$ cat src/rtl/surf_dout_framer.sv
// DOUT byte-stream framer: HEADER/LEN/payload/CHK -> 32-bit stream words via an internal FWFT FIFO.
// Latency: word enters FIFO one cycle after its last byte, m_tvalid_o the cycle after; no input stall, whole-frame drop when FIFO lacks room.
// Optional checksum checking enabled by defining SURF_DOUT_FRAMER_CHECKSUM_EN.
module surf_dout_framer #(
    parameter int         FIFO_DEPTH = 64,
    parameter logic [7:0] HEADER     = 8'hA5
) (
    input  logic        sysclk_i,
    input  logic        rst_i,
    input  logic        enable_i,
    input  logic [7:0]  dout_data_i,
    input  logic        dout_valid_i,
    output logic [31:0] m_tdata_o,
    output logic        m_tvalid_o,
    input  logic        m_tready_i,
    output logic        m_tlast_o,
    output logic        m_tuser_o,
    output logic [15:0] frame_count_o,
    output logic [15:0] drop_count_o,
    output logic [15:0] err_count_o,
    output logic        busy_o
);

    localparam int              AW       = $clog2(FIFO_DEPTH);
    localparam logic [15:0]     DEPTH16  = 16'(FIFO_DEPTH);
    localparam logic [AW-1:0]   PTR_ONE  = 1;
    localparam logic [AW:0]     OCC_ONE  = 1;

    localparam logic [2:0] S_IDLE    = 3'd0;
    localparam logic [2:0] S_LEN     = 3'd1;
    localparam logic [2:0] S_PAYLOAD = 3'd2;
    localparam logic [2:0] S_CHECK   = 3'd3;
    localparam logic [2:0] S_SKIP    = 3'd4;

    logic [2:0]  state_q, state_d;
    logic [7:0]  len_q, len_d;
    logic [7:0]  word_cnt_q, word_cnt_d;
    logic [1:0]  byte_cnt_q, byte_cnt_d;
    logic [9:0]  skip_cnt_q, skip_cnt_d;
    logic [31:0] word_q, word_d;
    logic        wr_vld_q, wr_vld_d;
    logic [33:0] wr_dat_q, wr_dat_d;
    logic [15:0] frame_cnt_q, frame_cnt_d;
    logic [15:0] drop_cnt_q, drop_cnt_d;
    logic [15:0] err_cnt_q, err_cnt_d;

    logic [AW-1:0] wr_ptr_q, wr_ptr_d;
    logic [AW-1:0] rd_ptr_q, rd_ptr_d;
    logic [AW:0]   occ_q, occ_d;
    logic [33:0]   mem_q [FIFO_DEPTH];
    logic [33:0]   head;
    logic          rd_en;

    logic          chk_mis;
    logic [15:0]   byte_ext;
    logic [15:0]   occ_ext;

    function automatic logic [15:0] sat_inc(input logic [15:0] v);
        return (v == 16'hFFFF) ? v : v + 16'd1;
    endfunction

`ifdef SURF_DOUT_FRAMER_CHECKSUM_EN
    logic [7:0] sum_q, sum_d;

    always_comb begin
        sum_d = sum_q;
        if (dout_valid_i) begin
            case (state_q)
                S_LEN:     sum_d = dout_data_i;
                S_PAYLOAD: sum_d = sum_q + dout_data_i;
                default:   sum_d = sum_q;
            endcase
        end
    end

    always_ff @(posedge sysclk_i or posedge rst_i) begin
        if (rst_i) sum_q <= 8'd0;
        else       sum_q <= sum_d;
    end

    assign chk_mis = (dout_data_i != sum_q);
`else
    assign chk_mis = 1'b0;
`endif

    assign byte_ext = {8'd0, dout_data_i};
    // Count a still-pending write as occupied so the room check is never optimistic.
    assign occ_ext  = 16'(occ_q) + 16'(wr_vld_q);

    always_comb begin
        state_d     = state_q;
        len_d       = len_q;
        word_cnt_d  = word_cnt_q;
        byte_cnt_d  = byte_cnt_q;
        skip_cnt_d  = skip_cnt_q;
        word_d      = word_q;
        wr_vld_d    = 1'b0;
        wr_dat_d    = wr_dat_q;
        frame_cnt_d = frame_cnt_q;
        drop_cnt_d  = drop_cnt_q;
        err_cnt_d   = err_cnt_q;
        if (dout_valid_i) begin
            case (state_q)
                S_IDLE: begin
                    if (enable_i && dout_data_i == HEADER) state_d = S_LEN;
                end
                S_LEN: begin
                    len_d      = dout_data_i;
                    byte_cnt_d = 2'd0;
                    word_cnt_d = 8'd0;
                    if (dout_data_i == 8'd0 || byte_ext > DEPTH16) begin
                        err_cnt_d = sat_inc(err_cnt_q);
                        state_d   = S_IDLE;
                    end else if (occ_ext > DEPTH16 - byte_ext) begin
                        drop_cnt_d = sat_inc(drop_cnt_q);
                        skip_cnt_d = {dout_data_i, 2'b00} + 10'd1;
                        state_d    = S_SKIP;
                    end else begin
                        state_d = S_PAYLOAD;
                    end
                end
                S_PAYLOAD: begin
                    case (byte_cnt_q)
                        2'd0:    word_d[7:0]   = dout_data_i;
                        2'd1:    word_d[15:8]  = dout_data_i;
                        2'd2:    word_d[23:16] = dout_data_i;
                        default: word_d[31:24] = dout_data_i;
                    endcase
                    byte_cnt_d = byte_cnt_q + 2'd1;
                    if (byte_cnt_q == 2'd3) begin
                        if (word_cnt_q == len_q - 8'd1) begin
                            state_d = S_CHECK;
                        end else begin
                            wr_vld_d   = 1'b1;
                            wr_dat_d   = {2'b00, dout_data_i, word_q[23:0]};
                            word_cnt_d = word_cnt_q + 8'd1;
                        end
                    end
                end
                S_CHECK: begin
                    wr_vld_d    = 1'b1;
                    wr_dat_d    = {chk_mis, 1'b1, word_q};
                    frame_cnt_d = sat_inc(frame_cnt_q);
                    if (chk_mis) err_cnt_d = sat_inc(err_cnt_q);
                    state_d     = S_IDLE;
                end
                S_SKIP: begin
                    skip_cnt_d = skip_cnt_q - 10'd1;
                    if (skip_cnt_q == 10'd1) state_d = S_IDLE;
                end
                default: state_d = S_IDLE;
            endcase
        end
    end

    assign rd_en = m_tvalid_o & m_tready_i;

    always_comb begin
        wr_ptr_d = wr_ptr_q;
        rd_ptr_d = rd_ptr_q;
        occ_d    = occ_q;
        if (wr_vld_q) wr_ptr_d = wr_ptr_q + PTR_ONE;
        if (rd_en)    rd_ptr_d = rd_ptr_q + PTR_ONE;
        if (wr_vld_q && !rd_en)      occ_d = occ_q + OCC_ONE;
        else if (!wr_vld_q && rd_en) occ_d = occ_q - OCC_ONE;
    end

    always_ff @(posedge sysclk_i or posedge rst_i) begin
        if (rst_i) begin
            state_q     <= S_IDLE;
            len_q       <= 8'd0;
            word_cnt_q  <= 8'd0;
            byte_cnt_q  <= 2'd0;
            skip_cnt_q  <= 10'd0;
            word_q      <= 32'd0;
            wr_vld_q    <= 1'b0;
            wr_dat_q    <= 34'd0;
            frame_cnt_q <= 16'd0;
            drop_cnt_q  <= 16'd0;
            err_cnt_q   <= 16'd0;
            wr_ptr_q    <= '0;
            rd_ptr_q    <= '0;
            occ_q       <= '0;
        end else begin
            state_q     <= state_d;
            len_q       <= len_d;
            word_cnt_q  <= word_cnt_d;
            byte_cnt_q  <= byte_cnt_d;
            skip_cnt_q  <= skip_cnt_d;
            word_q      <= word_d;
            wr_vld_q    <= wr_vld_d;
            wr_dat_q    <= wr_dat_d;
            frame_cnt_q <= frame_cnt_d;
            drop_cnt_q  <= drop_cnt_d;
            err_cnt_q   <= err_cnt_d;
            wr_ptr_q    <= wr_ptr_d;
            rd_ptr_q    <= rd_ptr_d;
            occ_q       <= occ_d;
        end
    end

    // Storage needs no reset: entries are only visible through occ_q.
    always_ff @(posedge sysclk_i) begin
        if (wr_vld_q) mem_q[wr_ptr_q] <= wr_dat_q;
    end

    assign head          = mem_q[rd_ptr_q];
    assign m_tvalid_o    = (occ_q != '0);
    assign m_tdata_o     = m_tvalid_o ? head[31:0] : 32'd0;
    assign m_tlast_o     = m_tvalid_o & head[32];
    assign m_tuser_o     = m_tvalid_o & head[33];
    assign frame_count_o = frame_cnt_q;
    assign drop_count_o  = drop_cnt_q;
    assign err_count_o   = err_cnt_q;
    assign busy_o        = (state_q != S_IDLE);

endmodule

$ cat config.mk
export PLATFORM = sky130hd
export DESIGN_NAME = surf_dout_framer
export DESIGN_NICKNAME = d
export VERILOG_FILES = /design/src/rtl/surf_dout_framer.sv
export SDC_FILE = /design/constraint.sdc
export NUM_CORES = 2
export LEC_CHECK = 0
export ABC_AREA = 0
export CAP_MARGIN = 20
export CORE_MARGIN = 10
export CORE_UTILIZATION = 60
export CTS_BUF_LIST = sky130_fd_sc_hd__clkbuf_16
export DETAILED_ROUTE_END_ITERATION = 7
export PLACE_DENSITY = 0.77
export SETUP_SLACK_MARGIN = 0.02
export SYNTH_ARGS = -nofsm -noshare
export SYNTH_HDL_FRONTEND = slang
export SYNTH_SLANG_ARGS = --single-unit
$ cat constraint.sdc
create_clock -name sysclk_i -period 6.63 [get_ports sysclk_i]
set_clock_uncertainty 0.15 [all_clocks]
set_input_delay 1.326 -clock sysclk_i [delete_from_list [all_inputs] [get_ports sysclk_i]]
set_output_delay 1.326 -clock sysclk_i [all_outputs]
set_load 0.005 [all_outputs]
; ---- Word-level counts from Yosys, hierarchy flattened
; Memory sizes are Yosys's and may differ from the RTL's.
; Index checks and enable logic that the tools add are counted.
[word_totals]
word_cells = 117
ramBits = 2176
ff_bits = 165
mem_bits_ro = 0
in_bits = 13
latchBits = 0
memories = 1
[classes]
n_div = 0
n_mul = 0
eq_ne = 20
magnitude_cmp = 2
shifts = 0
n_addsub = 14
bitwise = 8
n_mux = 26
n_reduce_logical = 29
[memory_table]
columns = memory, words, word_bits, read_ports, rd_clocked_by_memory_dff, wr, line
row1 = mem_q, 64, 34, 1, 0, 1, 50  ; logic [33:0] mem_q [FIFO_DEPTH];
[ops]
columns = cell, count
row1 = 2-to-1 mux 34 bit, 2
row2 = case mux 34 bit (2 select lines), 1
row3 = adder 16 x 1 -> 16 bit (second input constant), 3
row4 = equality test 16 bit (second input constant), 3
row5 = 2-to-1 mux 32 bit, 1
row6 = 2-to-1 mux 10 bit, 2
row7 = case mux 10 bit (2 select lines), 1
row8 = 2-to-1 mux 3 bit, 6
row9 = greater-than comparator 8 x 16 -> 1 bit, 1
row10 = 2-to-1 mux 8 bit, 2
row11 = case mux 8 bit (2 select lines), 1
row12 = AND reduction 4 bit, 4
row13 = AND reduction 3 bit, 5
row14 = 2-to-1 mux 7 bit, 2
row15 = != test 2 bit (second input constant), 7
row16 = adder 6 x 1 -> 6 bit (second input constant), 2
row17 = case mux 3 bit (4 select lines), 1
row18 = adder 10 x 1 -> 10 bit (second input constant), 1
row19 = equality test 10 x 1 -> 1 bit (second input constant), 1
row20 = AND reduction 5 bit, 2
row21 = subtractor 10 x 1 -> 10 bit (second input constant), 1
row22 = subtractor 7 x 8 -> 9 bit (first input constant), 1
row23 = adder 7 x 1 -> 8 bit, 1
row24 = adder 8 x 1 -> 8 bit (second input constant), 1
row25 = other kinds (28), 47

; ---- Longest topological paths before layout
[depth]
word_depth = 6
ltp_mapped = 14
mapped_depth_nobuf = 14

; ---- Worst setup path after synthesis
; No wires, ideal clock.
[synth_path]
path_kind = input-to-reg
start = input port dout_data_i[4]
end = register drop_cnt_q[14] (netlist: drop_count_o[14])
setup_slack_ps = 2575
arrival_ps = 3782
setup_ps = 123
path_stages = 13
path_buffers = 1
path_cell_list = clkbuf_1 -> nor4_4 -> nand3_2 -> nand2_1 -> xor2_1 -> ha_1 -> and3_1 -> a41o_1 -> nor2_1 -> o211ai_4 -> nor4b_4 -> nand4_1 -> xnor2_1
[synth_via]
elab_chain_len = 4
elab_cells_between_ends = 7
[synth_rtl]
columns = element, line
row1 = start: declaration, 11  ; input logic [7:0] dout_data_i,
row2 = branches (longest 3 deep; another with greater-than comparator 8 x 16 -> 1 bit), n/a
row3 = AND reduction 5 bit (no source line) (*), n/a
row4 = end signal: assignment, 194  ; drop_cnt_q <= drop_cnt_d;
row5 = end: declaration, 44  ; logic [15:0] drop_cnt_q, drop_cnt_d;
; Every way passes the cells marked *.
; A chain may end at the register's enable or synchronous reset.

; ---- Worst setup path in the final report
[layout_path]
start = register occ_q[0]
end = output port m_tdata_o[3]
[layout_via]
elab_chain_len = 2
[layout_rtl]
columns = element, line
row1 = start: declaration, 49  ; logic [AW:0] occ_q, occ_d;
row2 = start signal: assignment, 183  ; occ_q <= '0;
row3 = start signal: assignment, 198  ; occ_q <= occ_d;
row4 = nonzero test 7 bit, 208  ; assign m_tvalid_o = (occ_q != '0);
row5 = 2-to-1 mux 32 bit, 209  ; assign m_tdata_o = m_tvalid_o ? head[31:0] : 32'd0;
row6 = end: declaration, 13  ; output logic [31:0] m_tdata_o,
; Every way passes these cells.

==> flow_metrics.py <==
metrics = {
    "outcome": {
        "status": "finished, final reports clean",
    },
    "grt": {
        "first_global_vias": 44934,
        "overflow": 0,
        "grt_use_total_pct": 26.80,
        "number_of_antenna_violations_at_the_first_check_in_global_routing": 5,
        "grt_start_max_net_pins": 121,
        "grt_pass1_wl_mm": 315.8,
    },
    "logic_synthesis": {
        "post_synthesis_cells": 4014,
        "synth_fp_nets": 4060,
        "ys_dominant_reg_cell": "sky130_fd_sc_hd__edfxtp_1",
        "netlist.top_cell.by_area": "sky130_fd_sc_hd__edfxtp_1",
        "netlist-cell-type-count": 70,
        "ys_top_cells_by_area": "sky130_fd_sc_hd__edfxtp_1 71%, sky130_fd_sc_hd__mux4_2 15%, sky130_fd_sc_hd__dfrtp_1 4.6%",
        "fraction_of_synthesized_cell_area_taken_by_the_top_area_cell_type_pct": 71.50,
        "part_of_the_yosys_area_used_for_sequential_elements_pct": 76.12,
        "postSynthRegisterBits": 2276,
        "synthesis.yosys.warnings": 0,
        "mappedNetlistArea_um2": 88700,
        "synth-edff-count": 2112,
        "synth_area_per_cell_um2": 22.10,
        "async_flop_share_pct": 7.206,
    },
    "floorplanning": {
        "floorplan.rows": 141,
        "pin_count": 97,
        "die-area_um2": 163600,
        "floorplan.die.height_um": 404.5,
        "initial_core_util_pct": 60.22,
        "die_width_um": 404.5,
        "coreArea_um2": 147300,
    },
    "clock_network": {
        "post_cts_resized": 0,
        "htree_levels": 4,
        "clk-insertion-delay-late_ps": 840,
        "tritoncts": "built",
        "numClockSinks": 2276,
        "worst_setup_hold_path_clk_slew_ps": 60,
        "cts_hold_buffers": 0,
        "clock_path_buffers": 3,
        "post_cts.repair.setup_buffers": 0,
        "cts_inserted_buffers": 212,
        "cts-root-buf": "sky130_fd_sc_hd__clkbuf_16",
    },
    "timing": {
        "setup-tns-final_ps": 0,
        "max_slew.worst_pin.slew_ps": 1143,
        "slew-limit-headroom_pct": 23.80,
        "timing.final.crit_period_ps": 6216,
        "grt_setup_unrepaired": "false",
        "report.final.slew_viol_count": 0,
        "final.period_utilization_pct": 93.75,
        "timing.fmax_ghz": 0.1609,
        "fin_worst_hold_slack_ps": 337.2,
        "finalHoldViolCount": 0,
        "finalSetupViolations": 0,
    },
    "cells_and_area": {
        "antenna_cells_inserted": 0,
        "flow.area_growth_from_synthesis_pct": 13.25,
        "drive_above_1_share_pct": 28.74,
        "layout.nets": 4328,
        "layout.core_utilization_pct": 68.20,
    },
    "critical_path": {
        "cp.required_ps": 5150,
        "crit-reg2reg-capture": "occ_q[6]$_DFFE_PP0P_",
        "path_class": "reg -> out",
        "r2r_slack_ps": 2210,
        "max_fanout_on_critical_path": 22,
        "arrival_worst_endpoint_ps": 4740,
        "cp-startpoint": "occ_q[0]$_DFFE_PP0P_",
        "crit_path_end_kind": "output port",
        "worst_r2r_path_depth": 14,
        "rr_startpoint": "occ_q[3]$_DFFE_PP0P_",
        "setup.worst_path.start_class": "flop",
    },
    "drt": {
        "route.detailed.drc": 0,
        "route.detailed.vias_per_inst": 6.828,
        "drt_first_iter_violations": 6196,
        "total_number_of_vias": 43659,
        "wirelength_mm": 218.7,
        "antenna_violating_nets_post_route": 0,
        "first_pass_iters": 5,
        "wire_per_inst_um": 34.21,
    },
    "power": {
        "power_leakage_nw": 33.49,
        "power_per_cell_area_nw_per_um2": 426.1,
        "power.ir.vdd_worst_mv": 0.3281,
    },
    "min_path": {
        "worstHoldStart": "word_q[25]$_DFFE_PP0P_",
        "min_to": "word_q[25]$_DFFE_PP0P_",
        "hold_path_depth": 2,
        "hold_class": "reg -> reg",
    },
    "run": {
        "cap_violations": 0,
    },
    "placed_design": {
        "buffer_ports.inserted": 95,
        "routabilityCongestion": 0.8231,
        "half_perimeter_wire_length_of_the_detailed_placement_result_mm": 112.0,
    },
}
[worst max path at each step]
stage	to	cells after the start
global placement	m_tdata_o[28]	8
floorplan	byte_cnt_q[0]$_DFFE_PP0P_	1
global route	m_tdata_o[3]	10
finish	m_tdata_o[3]	10
CTS	m_tdata_o[28]	8
detailed placement	m_tdata_o[28]	8
[synth_stat cells (5+ instances only)]
cell                       count
sky130_fd_sc_hd__edfxtp_1   2112
sky130_fd_sc_hd__mux4_2      608
sky130_fd_sc_hd__dfrtp_1     164
sky130_fd_sc_hd__nand2_1     105
sky130_fd_sc_hd__nor2_1      101
sky130_fd_sc_hd__mux2i_1     100
sky130_fd_sc_hd__clkbuf_1     84
sky130_fd_sc_hd__mux2_2       71
sky130_fd_sc_hd__xnor2_1      68
sky130_fd_sc_hd__buf_2        59
sky130_fd_sc_hd__a21oi_1      58
sky130_fd_sc_hd__o21ai_0      55
sky130_fd_sc_hd__a22oi_1      46
sky130_fd_sc_hd__nor2b_1      38
sky130_fd_sc_hd__buf_1        32
sky130_fd_sc_hd__ha_1         32
sky130_fd_sc_hd__nand3_1      32
sky130_fd_sc_hd__buf_4        26
sky130_fd_sc_hd__inv_1        25
sky130_fd_sc_hd__nand4_1      20
sky130_fd_sc_hd__and3_1       16
sky130_fd_sc_hd__xor2_1       16
sky130_fd_sc_hd__nor3_1       12
sky130_fd_sc_hd__o22ai_1      12
sky130_fd_sc_hd__o31ai_1      12
sky130_fd_sc_hd__a211oi_1      8
sky130_fd_sc_hd__buf_6         8
sky130_fd_sc_hd__and2_1        6
sky130_fd_sc_hd__nand2b_1      6
sky130_fd_sc_hd__or2_2         6
sky130_fd_sc_hd__a21o_1        5
sky130_fd_sc_hd__and4_1        5
sky130_fd_sc_hd__nand3b_1      5
sky130_fd_sc_hd__nor4_1        5
[metal layers]
layer | share of wire [%] | up-vias | track usage, %
met4 | 3.3 | 4 | 9.292
met2 | 49 | 2984 | 42.27
met5 | 0.012 | - | 0
met1 | 36 | 22970 | 37.23
li1 | - | 17316 | -
met3 | 12 | 385 | 6.396
[critical path, cell delays in order (launching register included)]
cell and delay (ps):
sky130_fd_sc_hd__dfrtp_1 490, sky130_fd_sc_hd__nor3_1 100, sky130_fd_sc_hd__and2_0 500, sky130_fd_sc_hd__buf_4 370, sky130_fd_sc_hd__nor3_2 710, sky130_fd_sc_hd__buf_4 440
sky130_fd_sc_hd__nand2_1 80, sky130_fd_sc_hd__o21ai_0 230, sky130_fd_sc_hd__buf_4 210, sky130_fd_sc_hd__a221o_1 220, sky130_fd_sc_hd__clkdlybuf4s50_1 550
[placed cells by master (no fill, tap or decap), drive strengths merged, types with 5 or more instances in the layout]
cell,instances
clkinv,86
xor2,16
xnor2,68
buf,167
nor2b,38
nor2,102
and3,16
dfrtp,164
mux4,608
ha,32
nor4,9
nand3b,5
o21ai,57
or2,7
nand2,106
clkbuf,215
mux2i,100
clkdlybuf4s50,95
mux2,71
a21oi,59
a211oi,9
nor3,13
and2,7
nand3,33
clkinvlp,9
o22ai,12
nand2b,6
bufinv,26
inv,86
nand4,20
edfxtp,2112
and4,5
a22oi,46
o31ai,12
a21o,5
[registers in the layout (all words and copies together) (netlist names)]
register       cells
skip_cnt_q        10
wr_dat_q          33
len_q              8
word_cnt_q         8
wr_vld_q           1
err_count_o       16
frame_count_o     16
state_q            3
word_q            32
rd_ptr_q           6
drop_count_o      16
byte_cnt_q         2
wr_ptr_q           6
occ_q              7
mem_q           2112
[power by group]
| part | switching, W | internal (W) | total, W |
|---|---|---|---|
| Sequential | 0.000998 | 0.0174 | 0.0184 |
| Combinational | 0.00662 | 0.00560 | 0.0122 |
| Clock | 0.00531 | 0.00689 | 0.0122 |
| Total | 0.0129 | 0.0299 | 0.0428 |
[area by class of cell]
cell class	instances	area, um^2
clock buffers	214	5355
repair buffers	263	2820
multi-input cells	1504	20560
well taps	1930	2415
clock inverters	182	1625
fillers	8600	46850
inverters	25	101.3
flip-flops and latches	2276	67580
[stage by stage]
step / total power (W) / std cells / cell area (um^2) / setup WS, ps
floorplan: 0.02598 / 4014 / 88700 / 720.7
global placement: 0.03021 / 5969 / 92920 / 1336
detailed placement: 0.03048 / 5971 / 92950 / 1322
CTS: 0.04264 / 6367 / 99930 / 357.2
global route: 0.04412 / 6394 / 100500 / 265.0
finish: 0.04280 / 6394 / 100500 / 414.3
[cells by family (layout without fill, tap and decap cells)]
logic type	Yosys count	in the layout	synth area share [%]
AND/OR/NAND/NOR	375	375	2.117
adder cells (fa/ha/maj)	33	33	0.4739
AO/OA/AOI/OAI	232	232	1.734
buffers and inverters	234	684	1.251
multiplexers	779	779	17.47
other	1	1	0.004228
XOR/XNOR	84	84	0.8294
flip-flops	2276	2276	76.12
Power figures use the tool's default switching activity.
